$ cat src/rtl/pc_3gpp_rate_match.sv
// Polar rate matcher: buffers one encoded frame, applies the 32-sub-block
// interleaver and emits E bits by repetition, puncturing or shortening.
module pc_3gpp_rate_match #(
  parameter int pN_MAX = 1024,
  parameter int pE_W   = 14,
  parameter int pTAG_W = 4
) (
  input  logic              iclk,
  input  logic              ireset,
  input  logic              iclkena,
  input  logic              ifull,
  output logic              oreq,
  input  logic              isop,
  input  logic              ival,
  input  logic              ieop,
  input  logic              idat,
  input  logic [pTAG_W-1:0] itag,
  input  logic [3:0]        iN_LOG2,
  input  logic [pE_W-1:0]   iE,
  input  logic              ishort,
  input  logic              ireq,
  output logic              ofull,
  output logic              osop,
  output logic              oval,
  output logic              oeop,
  output logic              odat,
  output logic [pTAG_W-1:0] otag
);

  localparam int AW = $clog2(pN_MAX);
  localparam logic [3:0] LGMAX = 4'(AW);
  localparam logic [4:0] PTAB [32] = '{
    5'd0,  5'd1,  5'd2,  5'd4,  5'd3,  5'd5,  5'd6,  5'd7,
    5'd8,  5'd16, 5'd9,  5'd17, 5'd10, 5'd18, 5'd11, 5'd19,
    5'd12, 5'd20, 5'd13, 5'd21, 5'd14, 5'd22, 5'd15, 5'd23,
    5'd24, 5'd25, 5'd26, 5'd28, 5'd27, 5'd29, 5'd30, 5'd31
  };

  typedef enum logic [1:0] {IDLE, LOAD, READY, EMIT} state_t;

  state_t state_q, state_d;
  logic [AW:0]       wcnt_q, wcnt_d;
  logic [AW-1:0]     ptr_q, ptr_d;
  logic [pE_W-1:0]   kcnt_q, kcnt_d;
  logic [pE_W-1:0]   e_q, e_d;
  logic [3:0]        lg_q, lg_d;
  logic              short_q, short_d;
  logic [pTAG_W-1:0] tag_q, tag_d;
  logic oreq_q, oreq_d, ofull_q, ofull_d;
  logic osop_q, osop_d, oval_q, oval_d, oeop_q, oeop_d;
  logic odat_q;
  logic [pTAG_W-1:0] otag_q;

  logic mem [pN_MAX];

  logic            sop, we, re;
  logic [3:0]      lg_in, lg_w, sh;
  logic [pE_W-1:0] e_w;
  logic            short_w;
  logic [AW:0]     n_w, n_q;
  logic [AW-1:0]   waddr, raddr, mask_q, pj;
  logic [4:0]      idx;
  logic [31:0]     e32, n32;

  always_comb begin
    if (iN_LOG2 < 4'd5)      lg_in = 4'd5;
    else if (iN_LOG2 > LGMAX) lg_in = LGMAX;
    else                      lg_in = iN_LOG2;
  end

  // Frame parameters as seen this cycle, including a same-cycle isop.
  assign sop     = isop & ival;
  assign lg_w    = sop ? lg_in  : lg_q;
  assign e_w     = sop ? iE     : e_q;
  assign short_w = sop ? ishort : short_q;
  assign n_w     = (AW+1)'(1) << lg_w;
  assign n_q     = (AW+1)'(1) << lg_q;
  assign mask_q  = AW'(n_q - (AW+1)'(1));
  assign e32     = 32'(e_w);
  assign n32     = 32'(n_w);
  assign waddr   = sop ? '0 : AW'(wcnt_q);

  // Interleaver address by shift/mask: P(i) << (lg-5) | low bits.
  assign sh    = lg_q - 4'd5;
  assign idx   = 5'(ptr_q >> sh);
  assign pj    = AW'(PTAB[idx]) << sh;
  assign raddr = pj | (ptr_q & (mask_q >> 5));

  always_comb begin
    state_d = state_q;
    wcnt_d  = wcnt_q;
    ptr_d   = ptr_q;
    kcnt_d  = kcnt_q;
    e_d     = e_q;
    lg_d    = lg_q;
    short_d = short_q;
    tag_d   = tag_q;
    oreq_d  = 1'b0;
    ofull_d = ofull_q;
    osop_d  = 1'b0;
    oval_d  = 1'b0;
    oeop_d  = 1'b0;
    we      = 1'b0;
    re      = 1'b0;
    unique case (state_q)
      IDLE: begin
        wcnt_d = '0;
        if (ifull) begin
          oreq_d  = 1'b1;
          state_d = LOAD;
        end
      end
      LOAD: begin
        if (sop) begin
          lg_d    = lg_in;
          e_d     = iE;
          short_d = ishort;
          tag_d   = itag;
        end
        if (ival && (sop || wcnt_q < n_w)) begin
          we     = 1'b1;
          wcnt_d = (AW+1)'(waddr) + (AW+1)'(1);
        end
        if (ival && ieop) begin
          kcnt_d = '0;
          if (!short_w && e32 < n32) ptr_d = AW'(n32 - e32);
          else                       ptr_d = '0;
          if (e_w == '0) begin
            state_d = IDLE;
          end else begin
            state_d = READY;
            ofull_d = 1'b1;
          end
        end
      end
      READY: begin
        if (ireq) begin
          state_d = EMIT;
          ofull_d = 1'b0;
        end
      end
      EMIT: begin
        re     = 1'b1;
        oval_d = 1'b1;
        osop_d = (kcnt_q == '0);
        oeop_d = (kcnt_q == e_q - pE_W'(1));
        kcnt_d = kcnt_q + pE_W'(1);
        ptr_d  = (ptr_q + AW'(1)) & mask_q;
        if (oeop_d) state_d = IDLE;
      end
      default: state_d = IDLE;
    endcase
  end

  always_ff @(posedge iclk) begin
    if (ireset) begin
      state_q <= IDLE;
      wcnt_q  <= '0;
      ptr_q   <= '0;
      kcnt_q  <= '0;
      e_q     <= '0;
      lg_q    <= 4'd5;
      short_q <= 1'b0;
      tag_q   <= '0;
      oreq_q  <= 1'b0;
      ofull_q <= 1'b0;
      osop_q  <= 1'b0;
      oval_q  <= 1'b0;
      oeop_q  <= 1'b0;
      odat_q  <= 1'b0;
      otag_q  <= '0;
    end else if (iclkena) begin
      state_q <= state_d;
      wcnt_q  <= wcnt_d;
      ptr_q   <= ptr_d;
      kcnt_q  <= kcnt_d;
      e_q     <= e_d;
      lg_q    <= lg_d;
      short_q <= short_d;
      tag_q   <= tag_d;
      oreq_q  <= oreq_d;
      ofull_q <= ofull_d;
      osop_q  <= osop_d;
      oval_q  <= oval_d;
      oeop_q  <= oeop_d;
      odat_q  <= re ? mem[raddr] : 1'b0;
      if (re) otag_q <= tag_q;
    end
  end

  always_ff @(posedge iclk) begin
    if (iclkena && we) mem[waddr] <= idat;
  end

  // Strobes are masked so each output bit shows on exactly one enabled cycle.
  assign oreq  = oreq_q;
  assign ofull = ofull_q;
  assign osop  = osop_q & iclkena;
  assign oval  = oval_q & iclkena;
  assign oeop  = oeop_q & iclkena;
  assign odat  = odat_q;
  assign otag  = otag_q;

endmodule
$ cat config.mk
export PLATFORM = sky130hd
export DESIGN_NAME = pc_3gpp_rate_match
export DESIGN_NICKNAME = d
export VERILOG_FILES = /design/src/rtl/pc_3gpp_rate_match.sv
export SDC_FILE = /design/constraint.sdc
export NUM_CORES = 2
export LEC_CHECK = 0
export BUFFER_PORTS_ARGS = -buffer_cell sky130_fd_sc_hd__buf_2
export CORE_ASPECT_RATIO = 0.6
export CORE_UTILIZATION = 25
export DETAILED_ROUTE_END_ITERATION = 10
export SLEW_MARGIN = 20
export SYNTH_ARGS = -nofsm -noshare
export SYNTH_HDL_FRONTEND = slang
export SYNTH_SLANG_ARGS = --single-unit
$ cat constraint.sdc
create_clock -name iclk -period 5.6 [get_ports iclk]
set_input_delay 0.84 -clock iclk [delete_from_list [all_inputs] [get_ports iclk]]
set_output_delay 0.84 -clock iclk [all_outputs]
set_load 0.05 [all_outputs]
# == Word-level counts from Yosys, hierarchy flattened ==
# Memory sizes are Yosys's and may differ from the RTL's.
# Cells that the tools add are included.
# classes
addsub,7
order_cmp,5
eq_ne,10
shift,4
muxes,35
bitwise,8
reduce_logical,19
# op_table
cell,count
$mux 10,3
$logic_not 14->1,2
$mux 14,2
$pmux 14 s2,1
$pmux 11 s2,1
$pmux 10 s2,1
$add 14x1->14 const B,1
$eq 14x14->1,1
$lt 14x11->1,1
$mux 1,14
$sub 14x1->14 const B,1
$mux 4,3
$ne 2x2->1 const B,6
$add 10x1->11 const B,1
$lt 11x11->1,1
$mux 11,1
$shl 1x4->11 const A,1
$add 10x1->10 const B,1
$and 10x10->10,1
$and 10x5->10,1
$mux 2,5
$mux 5,2
$or 10x10->10,1
$reduce_and 5->1,2
22 further kinds,34
# totals
register_bits,70
mem_bits_rw,1024
rom_bits,160
input_bits,32
out_inout_bits,10
elab_cells,105
mem_count,2
# mem_list
name,words,width,rd,rd_ports_with_merged_regs,write_ports,line,rtl
mem,1024,1,1,0,1,54,logic mem [pN_MAX];
(no name shown),32,5,1,0,0,86,assign pj = AW'(PTAB[idx]) << sh;

# == Longest topological paths before layout ==
# logic_depth
word_depth,13
depth_mapped,26
mapped_depth_nobuf,23

# == Least setup slack after synthesis ==
# No wires, ideal clock.
# synth_timing
kind,register to register
startpoint,reg lg_q[0]
endpoint,reg odat_q (netlist: odat)
setup_time_ps,124
arrival_ps,5023
required_ps,5476
slack_ps,453
stages_incl_launch_ff,23
n_path_buf,6
synth_period_minus_slack_ps,5147
path_cell_list,dfxtp_1 buf_2 inv_2 clkbuf_1 ha_1 buf_6 buf_12 mux2i_1 mux4_2 maj3_2 o21ai_2 nor3_2 o31ai_4 buf_6 buf_4 mux4_2 nand2_1 nand3_1 nand2_1 o32ai_1 o21ai_1 o311ai_0 a2111o_1
# synth_between
elab_chain_cells,10
elab_cells_between_ends,13
cone_classes,add/sub (2); shift (3); mux (3); bitwise (3); memory (2)
# synth_lines
element,line,rtl
start: declaration,46,"logic [3:0] lg_q, lg_d;"
start signal: assignment,178,lg_q <= lg_d;
$sub 4x3->4,84,assign sh = lg_q - 4'd5;
$shr 10x4->5,85,assign idx = 5'(ptr_q >> sh);
$not 5->6 (not written as such),86,
$mem_v2 32x5,--,
$mux 5 (not written as such) (2 in series),86,
$shl 5x4->10,86,
$or 10x10->10 (*),87,assign raddr = pj | (ptr_q & (mask_q >> 5));
$mem_v2 1024x1 (*),--,
$mux 1 (*),186,odat_q <= re ? mem[raddr] : 1'b0;
end signal: assignment,186,
end: declaration,51,logic odat_q;
# Mark *: on every way between the ends. The rest lies on a longest branch, timed or not. The select of a mux whose other input is x is not followed.
# A chain may end at the register's enable or synchronous reset.

# == Final worst setup path ==
# Same ends and word-level chain as after synthesis.

==> results.sh <==
export IMPL_die_height_um=355
export IMPL_avgSynthCellArea_um2=10.6
export IMPL_fin_ws_ps=85.9
export IMPL_routabilityCongestion=0.892
export IMPL_via_per_inst=5.18
export IMPL_max_stage_delay_ps=540
export IMPL_nNetsFinal=5143
export IMPL_rsz0062_at_grt="false"
export IMPL_netlist_top_cells_count="nor2_1 (1133), edfxtp_1 (1024), nand2_1 (881), clkbuf_1 (261), nand3_1 (240)"
export IMPL_grt_max_degree=275
export IMPL_hold_class="in2reg"
export IMPL_drive_gt1_share_pct=15.1
export IMPL_grt_usage_pct=17.0
export IMPL_netlist_top_cells_area="edfxtp_1 (59%), nor2_1 (8.2%), nand2_1 (6.4%)"
export IMPL_start_kind="flop"
export IMPL_period_minus_slack_ps=5510
export IMPL_tightest_slew_ps=1300
export IMPL_layoutNonFillerInstCount=7902
export IMPL_synth_cells=4917
export IMPL_routed_wl_mm=186
export IMPL_finalSetupViolations=0
export IMPL_path_clk_slew_ps=70
export IMPL_cts_buffers=99
export IMPL_max_slew_margin_pct=13.3
export IMPL_drt_iter0_markers=6258
export IMPL_yosysWarnings=0
export IMPL_cpMaxStageDelayCell="mux4_2"
export IMPL_grt_pass1_vias=37600
export IMPL_post_synth_top_area_cell="edfxtp_1"
export IMPL_drv_slew=0
export IMPL_initial_core_util_pct=25.2
export IMPL_reg2reg_depth=21
export IMPL_grt_pass1_wl_mm=264
export IMPL_area_growth_syn_to_layout_pct=19.1
export IMPL_synth_ff_type="edfxtp_1"
export IMPL_cts_tree="built"
export IMPL_first_pass_iters=6
export IMPL_synth_async_reset_ratio_pct=0
export IMPL_die_x_um=590
export IMPL_coreArea_um2=206000
export IMPL_synth_cell_types=100
export IMPL_clock_latency_ps=720
export IMPL_cp_required_ps=6190
export IMPL_min_path_cells=3
export IMPL_htreeDepth=3
export IMPL_antenna_left=0
export IMPL_powerDensity_nw_per_um2=309
export IMPL_dpl_hpwl_mm=120
export IMPL_wl_per_cell_um=23.5
export IMPL_fin_skew_ps=25.7
export IMPL_placed_cells=7697
export IMPL_fin_crit_sh_pct=98.5
export IMPL_netlist_area_um2=51900
export IMPL_clock_sinks=1094
export IMPL_clock_fmax_mhz=181
export IMPL_cts_root_buf="clkbuf_16"
export IMPL_antenna_found_initial=6
export IMPL_drc=0
export IMPL_cts_hold_repair_buffers=0
export IMPL_seq_area_frac_synth_pct=61.9
export IMPL_hold_viol_final=0
export IMPL_synthesis_nets=4994
export IMPL_synth_edf_count=1024
export IMPL_outcome="completed"
export IMPL_grt_overflow=0
export IMPL_ys_ff_latch=1094
export IMPL_hold_ws_ps=384
export IMPL_p_leak_nw=20.0
export IMPL_critPathKind="reg2reg"
export IMPL_vias=40900
export IMPL_cp_end_kind="flop"
export IMPL_num_rows=129
export IMPL_drv_cap=0
export IMPL_dieArea_um2=209000
export IMPL_synth_top_cell_area_share_pct=59.2
export IMPL_dp_slack_ps=-93.2
export IMPL_synth_most_common_cell="nor2_1"
export IMPL_io_buffers=41
export IMPL_io_pins=42
export IMPL_cp_arrival_ps=6100
export IMPL_crit_fanout=16
export IMPL_cpMostUsedCell="buf_4"
export IMPL_path_cells="inv_2, ha_4, buf_12, mux2_2, mux4_2, maj3_2, o21ai_4, nor3_2, buf_4, o31ai_4, buf_12, buf_4, mux4_2, and3_1, a31oi_2, buf_4, nand4_1, o31ai_1, a211o_1, o21ai_1, a2111o_1"
export IMPL_cts_buffer_depth=3
export IMPL_ir_drop_uv=282
[worst max-delay path: cells and delay by family (launching register included)]
family | cells | cell delay (ps)
AO/OA/AOI/OAI | 7 | 1580
multiplexers | 3 | 1430
buffers and inverters | 6 | 890
adder cells (fa/ha/maj) | 2 | 640
AND/OR/NAND/NOR | 3 | 510
flip-flops | 1 | 340
[cells by family after synthesis]
logic type | after synthesis | share of synthesized area [%]
AO/OA/AOI/OAI | 597 | 8.13
XOR/XNOR | 52 | 0.928
adder cells (fa/ha/maj) | 48 | 1.16
buffers and inverters | 469 | 4.26
flip-flops | 1094 | 61.9
multiplexers | 146 | 3.52
AND/OR/NAND/NOR | 2511 | 20.0
[cell usage in the layout (no fill, tap or decap), types with 38 or more instances in the layout]
master	instances
clkbuf_16	102
inv_1	40
o21ai_0	45
mux2i_1	106
buf_2	40
nor2_1	1129
and3_1	60
a21oi_1	161
a211oi_1	42
ha_1	42
dfxtp_1	68
nor3_1	38
a31oi_1	70
a32oi_1	54
buf_4	315
nand2_1	841
nand4_1	39
edfxtp_1	1024
nand2_2	40
buf_12	112
nand3_1	239
[worst paths after layout]
check	endpoint	start	slack (ps)
max	odat$_SDFFE_PP0P_	lg_q[0]$_SDFFE_PP1P_	90
min	tag_q[3]$_SDFFE_PP0P_	itag[3]	380
max reg2reg	odat$_SDFFE_PP0P_	lg_q[0]$_SDFFE_PP1P_	90
min reg2reg	otag[2]$_SDFFE_PP0P_	tag_q[2]$_SDFFE_PP0P_	450
[per-stage QoR]
step | cell area [µm²] | util [%] | TNS, ps | power (mW)
5_1_grt | 61800 | 30.0 | 0 | 19.6
4_1_cts | 61500 | 29.8 | 0 | 19.0
3_3_place_gp | 58200 | 28.2 | -146 | 12.0
3_5_place_dp | 58200 | 28.2 | -93.2 | 12.0
6_report | 61800 | 30.0 | 0 | 19.1
2_1_floorplan | 51900 | - | 0 | 10.7
[what timing repair did]
item	CTS	global route
pin swaps	0	9
gates cloned	0	2
gates resized for setup	0	43
endpoints found under the hold margin	0	0
buffers inserted	5	12
setup endpoints to repair	1	1
[report_power, final]
group          switching, mW  internal, mW
Sequential            0.0213          8.93
Clock                   3.25          3.81
Combinational           1.94          1.13
Total                   5.21          13.9
[registers in the layout, indices dropped and copies added, names as in the netlist, named ones only]
register / flops
mem: 1024
e_q: 14
kcnt_q: 14
wcnt_q: 11
ptr_q: 10
lg_q: 4
otag: 4
tag_q: 4
odat: 1
oeop_q: 1
ofull: 1
oreq: 1
osop_q: 1
oval_q: 1
short_q: 1
state_q: 1
[area by class of cell]
class / instances / area [µm²]
fill: 21100 / 144000
sequential: 1094 / 32200
multi-input combinational: 3355 / 17900
timing repair buffer: 475 / 4920
tap: 2751 / 3440
clock buffer: 122 / 2620
clock inverter: 63 / 636
inverter: 41 / 154
antenna: 1 / 2.50
[metal layers]
| layer | part of all wire [%] | up-vias | GRT usage [%] |
|---|---|---|---|
| li1 | - | 17700 | - |
| met1 | 44 | 20400 | 26.7 |
| met2 | 39 | 2639 | 22.7 |
| met3 | 15 | 254 | 5.06 |
| met4 | 2.0 | 0 | 3.24 |
| met5 | 0 | - | 0 |
Note: power is estimated with default switching activity, not from simulation.
